<file path="src/rtl/arb_req_agent_pkg.sv">
// Shared definitions for the arbitrated request agent: parameter defaults and FSM state encoding.
package arb_req_agent_pkg;

    localparam int unsigned NUM_REQ_DEF = 4;
    localparam int unsigned DATA_W_DEF  = 8;
    localparam int unsigned CNT_W       = 16;

    typedef logic [0:0] state_t;

    localparam state_t IDLE = 1'b0;
    localparam state_t LOCK = 1'b1;

endpackage

</file>
<file path="src/rtl/arb_req_agent_onehot_enc.sv">
// Converts a grant vector to a channel index and flags whether exactly one bit is set.
module onehot_enc #(
    parameter int unsigned N    = 4,
    parameter int unsigned IdxW = $clog2(N)
) (
    input  logic [N-1:0]    vec,
    output logic [IdxW-1:0] idx_c,
    output logic            onehot_c
);

    // OR of set-bit indices; only meaningful when onehot_c is high
    always_comb begin
        idx_c = '0;
        for (int unsigned i = 0; i < N; i++) begin
            if (vec[i]) begin
                idx_c = idx_c | IdxW'(i);
            end
        end
    end

    assign onehot_c = (vec != '0) && ((vec & (vec - N'(1))) == '0);

endmodule

</file>
<file path="src/rtl/arb_req_agent.sv">
// Requests a channel from an external round-robin arbiter, locks onto it for a whole
// packet and forwards its beats through a single registered output stage.
module arb_req_agent
    import arb_req_agent_pkg::*;
#(
    parameter int unsigned NumReq = NUM_REQ_DEF,
    parameter int unsigned DataW  = DATA_W_DEF
) (
    input  logic                       clk,
    input  logic                       rst,
    input  logic [NumReq-1:0]          in_valid,
    input  logic [NumReq*DataW-1:0]    in_data,
    input  logic [NumReq-1:0]          in_last,
    output logic [NumReq-1:0]          in_ready,
    output logic [NumReq-1:0]          req,
    input  logic [NumReq-1:0]          grant,
    output logic                       out_valid,
    input  logic                       out_ready,
    output logic [DataW-1:0]           out_data,
    output logic                       out_last,
    output logic [$clog2(NumReq)-1:0]  out_chan,
    output logic                       grant_err,
    output logic [CNT_W-1:0]           pkt_cnt
);

    localparam int unsigned ChanW = $clog2(NumReq);

    state_t             state;
    state_t             state_nxt;
    logic [ChanW-1:0]   owner;
    logic [ChanW-1:0]   owner_nxt;
    logic               err_nxt;
    logic [ChanW-1:0]   gnt_idx;
    logic               gnt_onehot;
    logic               gnt_ok;
    logic               gnt_bad;
    logic               can_load;
    logic               accept;
    logic               own_valid;
    logic               own_last;
    logic [DataW-1:0]   own_data;

    onehot_enc #(
        .N    (NumReq),
        .IdxW (ChanW)
    ) u_enc (
        .vec      (grant),
        .idx_c    (gnt_idx),
        .onehot_c (gnt_onehot)
    );

    assign own_valid = in_valid[owner];
    assign own_last  = in_last[owner];
    assign own_data  = in_data[owner*DataW +: DataW];

    // A grant is only usable if it names exactly one channel that is actually requesting
    assign gnt_ok   = gnt_onehot && ((grant & in_valid) != '0);
    assign gnt_bad  = (grant != '0) && !gnt_ok;
    assign can_load = !out_valid || out_ready;
    assign accept   = (state == LOCK) && own_valid && can_load;

    // Requests are withheld while locked so the arbiter pointer moves only on acquisition
    assign req = (!rst && (state == IDLE)) ? in_valid : '0;

    always_comb begin
        in_ready = '0;
        if (!rst && (state == LOCK) && can_load) begin
            in_ready[owner] = 1'b1;
        end
    end

    always_comb begin
        state_nxt = state;
        owner_nxt = owner;
        err_nxt   = 1'b0;
        case (state)
            IDLE: begin
                if (gnt_ok) begin
                    state_nxt = LOCK;
                    owner_nxt = gnt_idx;
                end else if (gnt_bad) begin
                    err_nxt = 1'b1;
                end
            end
            LOCK: begin
                if (accept && own_last) begin
                    state_nxt = IDLE;
                end
            end
            default: state_nxt = IDLE;
        endcase
    end

    always_ff @(posedge clk or posedge rst) begin
        if (rst) begin
            state     <= IDLE;
            owner     <= '0;
            grant_err <= 1'b0;
        end else begin
            state     <= state_nxt;
            owner     <= owner_nxt;
            grant_err <= err_nxt;
        end
    end

    // Output stage: load on accept, drop valid once the held beat is taken
    always_ff @(posedge clk or posedge rst) begin
        if (rst) begin
            out_valid <= 1'b0;
            out_data  <= '0;
            out_last  <= 1'b0;
            out_chan  <= '0;
        end else if (accept) begin
            out_valid <= 1'b1;
            out_data  <= own_data;
            out_last  <= own_last;
            out_chan  <= owner;
        end else if (out_ready) begin
            out_valid <= 1'b0;
        end
    end

    always_ff @(posedge clk or posedge rst) begin
        if (rst) begin
            pkt_cnt <= '0;
        end else if (accept && own_last) begin
            pkt_cnt <= pkt_cnt + CNT_W'(1);
        end
    end

endmodule
</file>
<file path="config.mk">
export PLATFORM = sky130hd
export DESIGN_NAME = arb_req_agent
export DESIGN_NICKNAME = d
export VERILOG_FILES = /design/src/rtl/arb_req_agent_pkg.sv /design/src/rtl/arb_req_agent_onehot_enc.sv /design/src/rtl/arb_req_agent.sv
export SDC_FILE = /design/constraint.sdc
export NUM_CORES = 1
export LEC_CHECK = 0
export ABC_AREA = 1
export ABC_CLOCK_PERIOD_IN_PS = 1600
export CORE_MARGIN = 1
export CORE_UTILIZATION = 42
export CTS_CLUSTER_SIZE = 28
export DETAILED_ROUTE_END_ITERATION = 6
export GPL_TIMING_DRIVEN = 0
export PLACE_DENSITY = 0.78
export SLEW_MARGIN = 20
export SYNTH_ARGS = -nofsm -noshare
export SYNTH_HDL_FRONTEND = slang
export SYNTH_SLANG_ARGS = --single-unit
</file>
<file path="constraint.sdc">
create_clock -name clk -period 1.6 [get_ports clk]
set_input_delay 0.24 -clock clk [delete_from_list [all_inputs] [get_ports clk]]
set_output_delay 0.24 -clock clk [all_outputs]
set_load 0.05 [all_outputs]
</file>
After elaboration in Yosys (flattened, before gate mapping)
Cells that the tools add are included. Widths: inputs -> output; s select.

Add/subtract/negate cells: 2. Order comparisons: 2. Shift operators: 1. Mux-type cells: 19. Bitwise gates (word level): 3. Reductions and logical operators: 19.

Operators with widths (count): $shiftx 32x6->8 (1); $add 16x1->16 const B (1); $mux 1 (11); $logic_and 1x1->1 (10); $and 4x4->4 (2); $mux 4 (2); $reduce_bool 4->1 (2); $bmux 1 s2 (2); $logic_not 4->1 (1); $mux 2 (2); $sub 4x1->4 const B (1); $logic_not 1->1 (3); $lt 2x3->1 const B (1); $demux 1 s2 (1); $ge 2x1->1 const B (1); $pmux 1 s2 (1); $reduce_and 2->1 (1); $reduce_bool 2->1 (1); $logic_or 1x1->1 (1); $not 1->1 (1).

Register bits after elaboration: 32. Bits of input ports: 47. Output and inout port bits: 37.

Depth between registers and ports, before layout
Gate-level depths: netlist (run 1).

Depth in word-level cells: 10. Gate-level depth with buffers: 11. Gate-level depth less buffers: 9.

By module
From an unflattened synthesis (run 1), not the netlist that was laid out.

Cell total of the unflattened synthesis: 313. Area total of the unflattened synthesis: 2130.8 µm².

Modules (own cells, without submodules): arb_req_agent (instances 1, cells each 299, area each 2073.2 µm², seq. area each 800.8 µm²); onehot_enc (instances 1, cells each 14, area each 57.6 µm², seq. area each 0.0 µm²).

Worst setup path before layout (run 1)
Ideal clock, no wire load.

Path kind: in2out. From: in rst. To: out in_ready[0]. Arrival: 2.256 ns. Required time: 1.360 ns. Path slack: -0.896 ns. Stages on the path: 3. Path buffers: 0. Cells stage by stage: inv_1 nand2_1 nor3_1.

Word-level cells in the longest chain between the ends: 4.

Ends and longest elaborated chain: start, declared (RTL line arb_req_agent.sv:10) `input logic rst,`; $logic_not 1->1 (no source line); $logic_and 1x1->1 (2 in series) (RTL line arb_req_agent.sv:67) `if (!rst && (state == LOCK) && can_load) begin`; $mux 4 (RTL line arb_req_agent.sv:67); end, declared (RTL line arb_req_agent.sv:14) `output logic [NumReq-1:0] in_ready,`.

Every way passes these cells.

Worst setup path in the final report (run 1)
From: reg owner[0]. To: out in_ready[2].

Word-level cells in the longest chain between the ends: 5.

Ends and longest elaborated chain: start, declared (RTL line arb_req_agent.sv:30) `logic [ChanW-1:0] owner;`; start signal, assigned (RTL line arb_req_agent.sv:101) `owner <= owner_nxt;`; $lt 2x3->1 (not written as such) / $ge 2x1->1 (equally long branches) (RTL line arb_req_agent.sv:68) `in_ready[owner] = 1'b1;`; $logic_and 1x1->1 (not written as such) (RTL line arb_req_agent.sv:68); $mux 1 (not written as such) (RTL line arb_req_agent.sv:68); $demux 1 s2 * (RTL line arb_req_agent.sv:68); $mux 4 * (RTL line arb_req_agent.sv:67).

Every way passes the cells marked *; elsewhere a longest branch is shown, timed or not.

==> impl_metrics.py, run 1 <==
metrics = {
    "clock_network": {
        "cts_buffers": 5,
        "worst_skew_pair.late_latency_ns": 0.29,
        "cts_tree": "yes",
        "clk_pin_slew_ns": 0.06,
        "clock_sinks": 32,
        "ctsRootBufferMaster": "clkbuf_8",
        "clk_path_buf_depth": 2,
        "htreeDepth": 2,
        "hold_buffers": 0,
    },
    "logic_synthesis": {
        "yosys-top-cells-area": "dfrtp_1 37%, nand2_1 23%, nand2_2 4.9%, nor2_1 4.5%, nand3_1 3.7%",
        "ys_async_sr_fraction_pct": 100,
        "seq_area_frac_synth_pct": 37.0,
        "synthCells": 306,
        "synth_flop_cell": "dfrtp_1",
        "synth_edf_count": 0,
        "ys_warn_count": 0,
        "yosysUniqueCellTypes": 27,
        "synth_top_area_share_pct": 37.0,
        "syn_area_mm2": 0.00216,
        "syn_area_per_cell_um2": 7.07,
        "syn-num-nets": 354,
        "ys_seq_elements": 32,
        "synth_top_area_cell": "dfrtp_1",
    },
    "drt": {
        "finalWirelength_mm": 6.04,
        "vias_per_cell": 4.89,
        "drtIter0Drc": 90,
        "vias": 2318,
        "antenna_left": 0,
        "drc": 0,
        "drtPass1Iterations": 4,
        "drt-wirelength-per-cell_um": 12.7,
    },
    "setup_path": {
        "max_stage_delay_ns": 0.44,
        "r2r_slack_ns": 0,
        "critPathBufInv": 3,
        "crit_family": "buffers and inverters",
        "cp.required_ns": 1.36,
        "crit_chain": "buf_12 > buf_4 > nor3_4 > buf_6",
        "crit_path_end_kind": "primary output",
        "worstPathMaxFanout": 5,
        "start_kind": "flip-flop",
        "cp_slowest_cell": "dfrtp_1",
        "arrival_ns": 1.38,
        "crit_type": "reg -> out",
    },
    "timing": {
        "tightest_slew_ns": 0.821,
        "fin_skew_ns": 0.00955,
        "maxSlewHeadroom_pct": 44.9,
        "fmax_mhz": 618,
        "finalSetupViolCount": 1,
        "holdWs_ns": 0.0686,
        "drv_slew": 0,
        "rsz0062_at_grt": "yes",
        "min_period_ns": 1.62,
        "layout_setup_ws_ns": -0.0193,
        "hold_violations": 0,
        "finalCritPeriodShare_pct": 101,
    },
    "global_route": {
        "grt_remaining_overflow": 0,
        "grt_max_degree": 18,
        "antenna_found_initial": 0,
        "grt_pass1_vias": 2085,
        "grt_use_total_pct": 23.0,
        "grt_pass1_wl_mm": 9.46,
    },
    "place": {
        "io_buffer_count": 83,
        "dp_hpwl_mm": 4.24,
        "pre_cts_slack_ns": -1.24,
        "place.gp.congestion": 0.855,
        "place_area_mm2": 0.00314,
    },
    "worst_hold_path": {
        "timing.hold.worst.class": "in -> async",
    },
    "outcome": {
        "violations": "setup timing",
        "status": "finished with violations",
    },
    "power": {
        "power.total_mw": 5.34,
        "leakagePower_nw": 1.67,
        "ir_drop_mv": 1.37,
        "p_per_area_mw_per_mm2": 1600,
    },
    "floorplanning": {
        "die_x_um": 73.8,
        "num_rows": 25,
        "fp.dieH_um": 73.8,
        "core_mm2": 0.00485,
        "io_pins": 84,
        "initial_core_util_pct": 44.6,
        "die_area_mm2": 0.00544,
    },
    "finish": {
        "diodes": 0,
        "final_common_cell": "nand2_1",
        "nNetsFinal": 454,
        "layout_common_cells": "126 x nand2_1, 45 x clkdlybuf4s50_1, 29 x dfrtp_1, 29 x dlygate4sd2_1, 23 x nand2_2",
        "area_growth_pct": 54.2,
        "drive_gt1_share_pct": 20.6,
        "postLayoutCellArea_mm2": 0.00334,
    },
    "run": {
        "max_cap_viol_count": 0,
    },
}
==> worst reg2reg max path, stage by stage, from the launching register on <==
cell	delay [ns]
dfrtp_1	0.44
buf_12	0.18
clkinv_8	0.08
nand2_2	0.05
nand2_2	0.07
nand2_2	0.06
nand2_4	0.11
nand2_8	0.08
nor2_8	0.20
clkbuf_16	0.19
nand2_2	0.04
nand2_1	0.04
==> flip-flops by register name, indices dropped and copies added (netlist names) <==
register and count:
out_valid 1, owner 2, pkt_cnt 16, out_last 1
state 1, out_data 8, grant_err 1, out_chan 2
==> power breakdown <==
group	leakage (nW)	internal (mW)	switching, mW	total [mW]
clock network	0.0422	0.305	0.298	0.603
logic	1.22	1.22	2.29	3.51
registers	0.415	1.05	0.180	1.23
==> per-stage QoR <==
step | cells | util (%) | TNS [ns]
final | 474 | 68.8 | -0.0193
after global routing | 474 | 68.8 | -0.615
after CTS | 467 | 65.7 | 0
after detailed placement | 456 | 64.8 | -10.24
after global placement | 456 | 64.8 | -10.11
after floorplan | 306 | - | -0.673
==> cells by family after synthesis <==
kind of cell | Yosys count | share of synthesized area, %
AND/OR/NAND/NOR | 217 | 47.2
flip-flops | 32 | 37.0
buffers and inverters | 28 | 7.51
AO/OA/AOI/OAI | 21 | 4.86
XOR/XNOR | 7 | 2.83
adder cells (fa/ha/maj) | 1 | 0.578
==> routing by layer <==
layer	vias to the layer above	share of wire [%]	track usage, %
li1	1167	-	-
met5	-	0	0
met2	81	50	38.7
met4	0	1.2	7.05
met3	8	6.2	4.39
met1	1062	42	29.8
==> repair_timing <==
action / in CTS / in global routing
cloned: 1 / 2
setup endpoints to repair: 37 / 17
gates resized for setup: 78 / 21
buffers inserted: 2 / 5
pin swaps: 3 / 7
==> cells in the mapped netlist, types with 2 or more instances <==
cell type,instances
nor2_4,2
dfrtp_1,32
inv_1,19
nor3_1,3
nor2_8,3
buf_6,2
nand2_1,133
a21oi_1,8
nand2_4,4
nand3_1,16
nor2_1,26
nand2_2,17
xnor2_1,2
xor2_1,5
o21ai_0,5
nand4_1,9
o21ai_1,8
buf_4,3
==> worst paths after layout <==
| kind | startpoint | end | depth (start not counted) |
|---|---|---|---|
| setup / recovery | owner[0] | in_ready[2] | 4 |
| hold / removal | rst | state | 2 |
| setup reg to reg | owner[0] | pkt_cnt[11] | 11 |
| hold reg to reg | out_data[0] | out_data[0] | 2 |
| max in group asynchronous | rst | pkt_cnt[0] | 2 |
| min in group clk | out_data[0] | out_data[0] | 2 |
==> final cells by class <==
class | count | area (um2)
Clock inverter | 1 | 5.00
Timing Repair Buffer | 92 | 890
Fill cell | 426 | 1510
Timing Repair inverter | 1 | 5.00
Inverter | 22 | 106
Tap cell | 67 | 83.8
Clock buffer | 7 | 76.3
Buffer | 6 | 77.6
Multi-Input combinational cell | 246 | 1290
Sequential cell | 32 | 805
Power figures use the tool's default switching activity.
==> inputs of run 2 (changes only) <==
--- a/config.mk
+++ b/config.mk
@@ -7,7 +7,6 @@
 export LEC_CHECK = 0
 export ABC_AREA = 1
 export ABC_CLOCK_PERIOD_IN_PS = 1600
-export CORE_MARGIN = 1
 export CORE_UTILIZATION = 42
 export CTS_CLUSTER_SIZE = 28
 export DETAILED_ROUTE_END_ITERATION = 6
==> results of run 2 <==
Same layout as run 1: the final DEF is identical, and so are final timing and power.
==> inputs of run 3 (changes only) <==
--- a/config.mk
+++ b/config.mk
@@ -8,6 +8,7 @@
 export ABC_AREA = 1
 export ABC_CLOCK_PERIOD_IN_PS = 1600
 export CORE_UTILIZATION = 42
+export CTS_BUF_LIST = sky130_fd_sc_hd__clkbuf_8
 export CTS_CLUSTER_SIZE = 28
 export DETAILED_ROUTE_END_ITERATION = 6
 export GPL_TIMING_DRIVEN = 0
==> impl_metrics.py, run 3 (synthesized netlist as in run 1, its figures left out) <==
metrics = {
    "outcome": {
        "status": "finished with violations",
        "violations": "setup timing",
    },
    "power": {
        "p_per_area_mw_per_mm2": 1600,
        "ir_drop_mv": 1.36,
        "leakagePower_nw": 1.68,
        "power.total_mw": 5.33,
    },
    "clock_network": {
        "hold_buffers": 0,
        "worst_skew_pair.late_latency_ns": 0.29,
        "clk_pin_slew_ns": 0.06,
        "clock_sinks": 32,
        "htreeDepth": 2,
        "clk_path_buf_depth": 2,
        "cts_buffers": 5,
        "cts_tree": "yes",
        "ctsRootBufferMaster": "clkbuf_8",
    },
    "setup_path": {
        "start_kind": "flip-flop",
        "max_stage_delay_ns": 0.44,
        "crit_type": "reg -> out",
        "startpoint": "owner[0]",
        "critPathBufInv": 3,
        "timing.rr.start": "owner[0]",
        "crit_path_end_kind": "primary output",
        "crit_family": "buffers and inverters",
        "crit_chain": "buf_12 > buf_4 > nor3_4 > buf_6",
        "worstPathMaxFanout": 5,
        "cp.required_ns": 1.36,
        "cp_slowest_cell": "dfrtp_1",
        "arrival_ns": 1.38,
    },
    "floorplanning": {
        "num_rows": 25,
        "io_pins": 84,
        "die_x_um": 73.8,
        "die_area_mm2": 0.00544,
        "fp.dieH_um": 73.8,
        "initial_core_util_pct": 44.6,
        "core_mm2": 0.00485,
    },
    "timing": {
        "tightest_slew_ns": 0.820,
        "drv_slew": 0,
        "fin_skew_ns": 0.00961,
        "layout_setup_ws_ns": -0.0196,
        "hold_violations": 0,
        "min_period_ns": 1.62,
        "rsz0062_at_grt": "yes",
        "holdWs_ns": 0.0682,
        "fin_tns_setup_ns": -0.0196,
        "finalSetupViolCount": 1,
        "fmax_mhz": 617,
        "maxSlewHeadroom_pct": 45.0,
        "finalCritPeriodShare_pct": 101,
    },
    "finish": {
        "final_cell_count_no_fill": 474,
        "nNetsFinal": 454,
        "nFillCells": 426,
        "final_common_cell": "nand2_1",
        "diodes": 0,
        "area_growth_pct": 54.2,
        "reg.largest.list": "pkt_cnt (16), out_data (8)",
        "largest_reg_flops": 16,
        "fin_util_pct": 68.8,
        "drive_gt1_share_pct": 20.6,
        "top_register": "pkt_cnt",
        "postLayoutCellArea_mm2": 0.00334,
        "layout_common_cells": "126 x nand2_1, 45 x clkdlybuf4s50_1, 29 x dfrtp_1, 29 x dlygate4sd2_1, 23 x nand2_2",
    },
    "global_route": {
        "grt_pass1_wl_mm": 9.46,
        "grt_pass1_vias": 2085,
        "grt_max_degree": 18,
        "grt_use_total_pct": 23.0,
        "grt_remaining_overflow": 0,
        "antenna_found_initial": 0,
    },
    "drt": {
        "drt-wirelength-per-cell_um": 12.8,
        "vias_per_cell": 4.87,
        "drc": 0,
        "antenna_left": 0,
        "finalWirelength_mm": 6.05,
        "drtIter0Drc": 90,
        "vias": 2309,
        "drtPass1Iterations": 4,
    },
    "run": {
        "max_cap_viol_count": 0,
    },
    "place": {
        "place_area_mm2": 0.00314,
        "place.gp.congestion": 0.855,
        "pre_cts_slack_ns": -1.24,
        "dpl.cell_count": 456,
        "io_buffer_count": 83,
        "dp_hpwl_mm": 4.24,
    },
    "worst_hold_path": {
        "timing.hold.worst.class": "in -> async",
    },
}
run 3: per-layer routing:
layer / global-route usage (%) / vias to the layer above / part of all wire [%] / wire length [um]
met5: 0 / - / 0 / 0
met4: 7.05 / 0 / 1.2 / 72
met3: 4.39 / 8 / 6.1 / 370
met2: 38.7 / 78 / 50 / 3040
met1: 29.8 / 1058 / 42 / 2570
li1: - / 1165 / - / -
run 3: final timing paths:
kind                               endpoint  slack [ns]  cells past startpoint
worst max-delay path            in_ready[2]       -0.02                      4
worst min-delay path                  state        0.07                      2
worst max register to register  pkt_cnt[11]           0                     11
worst min register to register  out_data[0]        0.48                      2
max in group asynchronous        pkt_cnt[0]        0.88                      2
min in group clk                out_data[0]        0.48                      2
run 3: final cells by class:
type	instances	area (um2)	share of cell area, %
timing repair inverter	1	5.00	0.150
timing repair buffer	92	890	26.7
sequential	32	805	24.1
clock inverter	3	12.5	0.375
buffer	6	77.6	2.32
clock buffer	5	68.8	2.06
multi-input combinational	246	1290	38.6
tap	67	83.8	2.51
inverter	22	106	3.19
run 3: power by group:
group | internal [mW] | total (mW) | switching (mW)
sequential | 1.05 | 1.23 | 0.180
combinational | 1.22 | 3.51 | 2.29
clock | 0.292 | 0.590 | 0.298
total | 2.57 | 5.33 | 2.77
run 3: timing repair:
item	4_1_cts	5_1_grt
endpoints found under the setup margin	37	17
buffers inserted	2	5
gates cloned	1	2
resized for setup	78	21
pin swaps	3	7
